===== config.mk =====
export PLATFORM = sky130hd
export DESIGN_NAME = pipe_ctrl_seq
export DESIGN_NICKNAME = d
export VERILOG_FILES = /design/src/rtl/pipe_ctrl_seq.sv
export SDC_FILE = /design/constraint.sdc
export NUM_CORES = 1
export LEC_CHECK = 0
export ABC_CLOCK_PERIOD_IN_PS = 2000
export CAP_MARGIN = 20
export CORE_MARGIN = 10
export CORE_UTILIZATION = 42
export DETAILED_ROUTE_END_ITERATION = 10
export PLACE_DENSITY = 0.88
export SETUP_SLACK_MARGIN = 0.3
export SLEW_MARGIN = 15
export SYNTH_ARGS = -nofsm -noshare
export SYNTH_HDL_FRONTEND = slang
export SYNTH_SLANG_ARGS = --single-unit

===== constraint.sdc =====
create_clock -name clk -period 2 [get_ports clk]
set_input_delay 0.3 -clock clk [delete_from_list [all_inputs] [get_ports clk]]
set_output_delay 0.3 -clock clk [all_outputs]
set_load 0.02 [all_outputs]

===== src/rtl/pipe_ctrl_seq.sv =====
// Registered ID/EX control sequencer: decodes accepted opcodes and inserts bubbles for stalls, flushes and FP occupancy.
// Optional performance counters are enabled by defining PIPE_CTRL_PERF_EN.
module pipe_ctrl_seq #(
  parameter int OP_WIDTH  = 4,
  parameter int CV_WIDTH  = 11,
  parameter int FP_LAT    = 3,
  parameter int CNT_WIDTH = 16
) (
  input  logic                 clk,
  input  logic                 rst,
  input  logic [OP_WIDTH-1:0]  opcode_i,
  input  logic                 valid_i,
  input  logic                 flush_i,
  input  logic                 stall_i,
  output logic                 ready_o,
  output logic [CV_WIDTH-1:0]  cv_o,
  output logic                 fp_busy_o,
  output logic                 halted_o,
  output logic                 illegal_o,
  output logic [CNT_WIDTH-1:0] instr_cnt_o,
  output logic [CNT_WIDTH-1:0] stall_cnt_o
);

  typedef enum logic [1:0] {RUN, FP_BUSY, HALT} state_t;

  state_t              state, state_next;
  logic [3:0]          fp_cnt, fp_cnt_next;
  logic                accept, legal, is_fp, is_stop;
  logic [10:0]         dec;
  logic [CV_WIDTH-1:0] cv_next;

  assign ready_o = (state == RUN) && !stall_i;
  assign accept  = valid_i && ready_o && !flush_i;

  // NOTE: every variable gets a default at the top of an always_comb so no path leaves it unassigned (no latch).
  always_comb begin
    dec     = '0;
    is_fp   = 1'b0;
    is_stop = 1'b0;
    // Any set bit above the 4-bit encoding space makes the opcode illegal.
    legal   = (OP_WIDTH'(opcode_i[3:0]) == opcode_i);
    case (opcode_i[3:0])
      4'b0000: dec = 11'b10011001000;
      4'b0001: dec = 11'b00000100000;
      4'b0010: dec = 11'b10000000000;
      4'b0011: dec = 11'b10001000100;
      4'b0100: dec = 11'b11000000000;
      4'b0101: dec = 11'b00100000000;
      4'b0111: begin
        dec     = 11'b00000000001;
        is_stop = 1'b1;
      end
      4'b1000, 4'b1001: begin
        dec   = 11'b10000000010;
        is_fp = 1'b1;
      end
      4'b1111: dec = 11'b00000000000;
      default: legal = 1'b0;
    endcase
    if (!legal) begin
      dec     = '0;
      is_fp   = 1'b0;
      is_stop = 1'b0;
    end
  end

  always_comb begin
    state_next  = state;
    fp_cnt_next = fp_cnt;
    cv_next     = '0;
    if (accept) cv_next[10:0] = dec;
    case (state)
      RUN: begin
        if (accept && is_stop) begin
          state_next = HALT;
        end else if (accept && is_fp && (FP_LAT > 1)) begin
          state_next  = FP_BUSY;
          fp_cnt_next = 4'(FP_LAT - 1);
        end
      end
      FP_BUSY: begin
        fp_cnt_next = fp_cnt - 4'd1;
        if (fp_cnt == 4'd1) state_next = RUN;
      end
      HALT:    state_next = HALT;
      default: state_next = RUN;
    endcase
  end

  // NOTE: sequential state uses non-blocking assignments so every flop samples pre-edge values.
  always_ff @(posedge clk or posedge rst) begin
    if (rst) begin
      state     <= RUN;
      fp_cnt    <= '0;
      cv_o      <= '0;
      fp_busy_o <= 1'b0;
      halted_o  <= 1'b0;
      illegal_o <= 1'b0;
    end else begin
      state     <= state_next;
      fp_cnt    <= fp_cnt_next;
      cv_o      <= cv_next;
      fp_busy_o <= (state_next == FP_BUSY);
      halted_o  <= (state_next == HALT);
      illegal_o <= accept && !legal;
    end
  end

`ifdef PIPE_CTRL_PERF_EN
  logic [CNT_WIDTH-1:0] instr_cnt, stall_cnt;
  logic                 instr_inc, stall_inc;

  assign instr_inc = accept && legal && (opcode_i[3:0] != 4'b1111);
  // Idle RUN cycles (no valid instruction offered) are not counted as stalls.
  assign stall_inc = !accept && (state != HALT) && !((state == RUN) && !valid_i);

  always_ff @(posedge clk or posedge rst) begin
    if (rst) begin
      instr_cnt <= '0;
      stall_cnt <= '0;
    end else begin
      if (instr_inc && (instr_cnt != '1)) instr_cnt <= instr_cnt + CNT_WIDTH'(1);
      if (stall_inc && (stall_cnt != '1)) stall_cnt <= stall_cnt + CNT_WIDTH'(1);
    end
  end

  assign instr_cnt_o = instr_cnt;
  assign stall_cnt_o = stall_cnt;
`else
  assign instr_cnt_o = '0;
  assign stall_cnt_o = '0;
`endif

endmodule

==> out/qor.yml <==
outcome:
  outcome: "completed"
floorplan:
  die_h_um: 70.7
  io_pins: 56
  die_w_um: 70.7
  dieArea_um2: 5000
  core_um2: 2480
  std_cell_rows: 18
  start_util_pct: 43.6
sta:
  hold_viol: 0
  rsz0062_at_grt: "no"
  layout_setup_ws_ns: 0.438
  whs_ns: 0.391
  max-slew-margin-rel_pct: 56.7
  finClkSkew_ns: 0.00348
  tightest_slew_ns: 0.648
  maxSlewViolCount: 0
  setup_viol: 0
  period_minus_slack_ns: 1.56
  fmax_mhz: 640
  min_period_over_period_pct: 78.1
  tns_ns: 0
drt:
  drt_pre_antenna_iters: 4
  drc: 0
  via_per_inst: 4.38
  drt-total-wl_um: 2210
  ant_nets: 0
  wl_per_cell_um: 13.5
  drt-initial-drc-count: 37
  vias: 719
worst_hold_path:
  hp-class: "in -> async"
cells_and_area:
  antenna_cells: 0
  final_common_cell: "conb_1"
  drive_gt1_share_pct: 10.4
  final_cells: 164
  final_nets: 146
  final_cell_mix: "conb_1 (33), clkdlybuf4s50_1 (21), dfrtp_1 (18), nor2_1 (8)"
  syn_to_final_growth_pct: 14.5
clock_network:
  clkTransAtPathRegs_ns: 0.10
  cts_buffers: 3
  cts_setup_buffers: 0
  cts-root-buf: "clkbuf_4"
  htreeDepth: 1
  clk_latency_ns: 0.29
  cts-resized-gates: 1
  cts_tree: "done"
  clock-sinks: 18
  ctsHoldBuffers: 0
  clockBufferDepth: 2
worst_setup_path:
  cpLargestDelayFamily: "buffers and inverters"
  cp.arrival_ns: 1.26
  slowest_delay_ns: 0.61
  worstPathRequired_ns: 1.70
  crit_cells: 1
  r2r_start: "state[0]$_DFF_PP0_"
  endpoint_kind: "output pin"
  path_max_fanout: 2
  reg2reg_setup_slack_ns: 0.61
  r2r_end: "fp_cnt[1]$_DFFE_PP0P_"
  startpoint_type: "flip-flop"
  crit_chain: "clkdlybuf4s50_1"
  path_class: "reg -> out"
  critPathBufInv: 1
  reg2reg_depth: 3
  cp_slowest_cell: "clkdlybuf4s50_1"
place:
  gp_congestion: 0.773
  post-place-ws_ns: 0.131
  io_buffers: 22
  hpwlAfterDp_um: 1860
  dp_cells: 160
logic_synthesis:
  yosysTopAreaCellShare_pct: 41.7
  ys_ff_latch: 18
  synth_top_cell_by_area: "dfrtp_1"
  yosys_warnings: 0
  synth.distinct_cells: 33
  synth_area_um2: 1080
  synthCells: 110
  syn_avg_cell_area_um2: 9.83
  synth_area_leaders: "dfrtp_1 (42%), buf_4 (24%), nor2_1 (2.8%)"
  ys_seq_area_share_pct: 41.7
power:
  powerDensity_nw_per_um2: 845
  p_comb_share_pct: 32.8
  power_frac_seq_pct: 46.2
  clkPwrFrac_pct: 21.0
  intPower_mw: 0.669
  ir_drop_v: 0.000539
  swShare_pct: 36.0
  p_switching_mw: 0.376
  cellLeakagePower_nw: 0.617
global_route:
  gr-usage-met2_pct: 14.6
  grt_use_total_pct: 8.37
  grt-busiest-layer: "met2"
  overflow: 0
  groute.layer.met1.usage_pct: 8.28
  use_met3_pct: 4.18
  antenna_found_initial: 0
  grt_pass1_vias: 809
  grt_pass1_wl_um: 3530
  grt_max_degree: 19
job:
  drv_cap: 0
==> metal layers <==
layer | part of all wire [%] | up-vias | routed length [um]
li1 | - | 341 | -
met5 | 0 | - | 0
met4 | 1.7 | 0 | 37
met1 | 38 | 339 | 832
met3 | 7.9 | 2 | 174
met2 | 53 | 37 | 1170
==> worst max path at each step <==
stage                  startpoint           endpoint  slack, ns
2_1_floorplan  state[0]$_DFF_PP0_  cv_o[9]$_DFF_PP0_       0.63
3_3_place_gp              stall_i            ready_o       0.20
3_5_place_dp              stall_i            ready_o       0.13
4_1_cts        state[0]$_DFF_PP0_            ready_o       0.31
5_1_grt         cv_o[7]$_DFF_PP0_            cv_o[3]       0.38
6_report        cv_o[7]$_DFF_PP0_            cv_o[3]       0.44
==> power groups by stage <==
stage	Combinational, mW	Clock (mW)	Sequential [mW]
detailed placement	0.349	0	0.492
floorplan	0.279	0	0.492
global route	0.384	0.245	0.494
finish	0.342	0.220	0.483
global placement	0.327	0	0.485
CTS	0.346	0.227	0.486
==> cells by family after synthesis <==
group                      synth area share, %
muxes                                    0.926
AOI/OAI and AO/OA                         4.86
other                                    0.347
DFF                                       41.7
xor gates and xnor gates                  1.62
and+or+nand+nor                           21.8
buffers and inverters                     26.5
adders and majority gates                 2.31
==> Yosys cell counts, drive strengths merged <==
library cell / count
xor2: 2
a211oi: 1
nor2: 8
ha: 2
nor2b: 3
nor3: 6
nand3: 1
dfrtp: 18
or2b: 1
o22a: 1
a21oi: 2
buf: 36
and3b: 2
and3: 1
conb: 1
nor3b: 2
o21ai: 2
mux2i: 1
nand3b: 1
a41oi: 1
nor4: 2
nand2: 6
o21bai: 1
nor4b: 1
inv: 5
or2: 3
==> state kept, by name (all words and copies together), names as in the netlist <==
name       flops
fp_cnt         4
fp_busy_o      1
cv_o           9
illegal_o      1
state          2
halted_o       1
==> per-stage QoR <==
step | utilization [%] | instance area [um^2] | power, mW
3_5_place_dp | 48.7 | 1210 | 0.841
5_1_grt | 49.9 | 1240 | 1.12
2_1_floorplan | - | 1200 | 0.771
6_report | 49.9 | 1240 | 1.05
4_1_cts | 50.1 | 1240 | 1.06
3_3_place_gp | 48.7 | 1210 | 0.812
==> cell type report <==
cell class / instances / area [um^2]
Fill cell: 242 / 1240
Multi-Input combinational cell: 83 / 464
Sequential cell: 18 / 450
Timing Repair Buffer: 24 / 230
Tap cell: 30 / 37.5
Clock buffer: 4 / 36.3
Inverter: 5 / 18.8
Power figures use the tool's default switching activity.
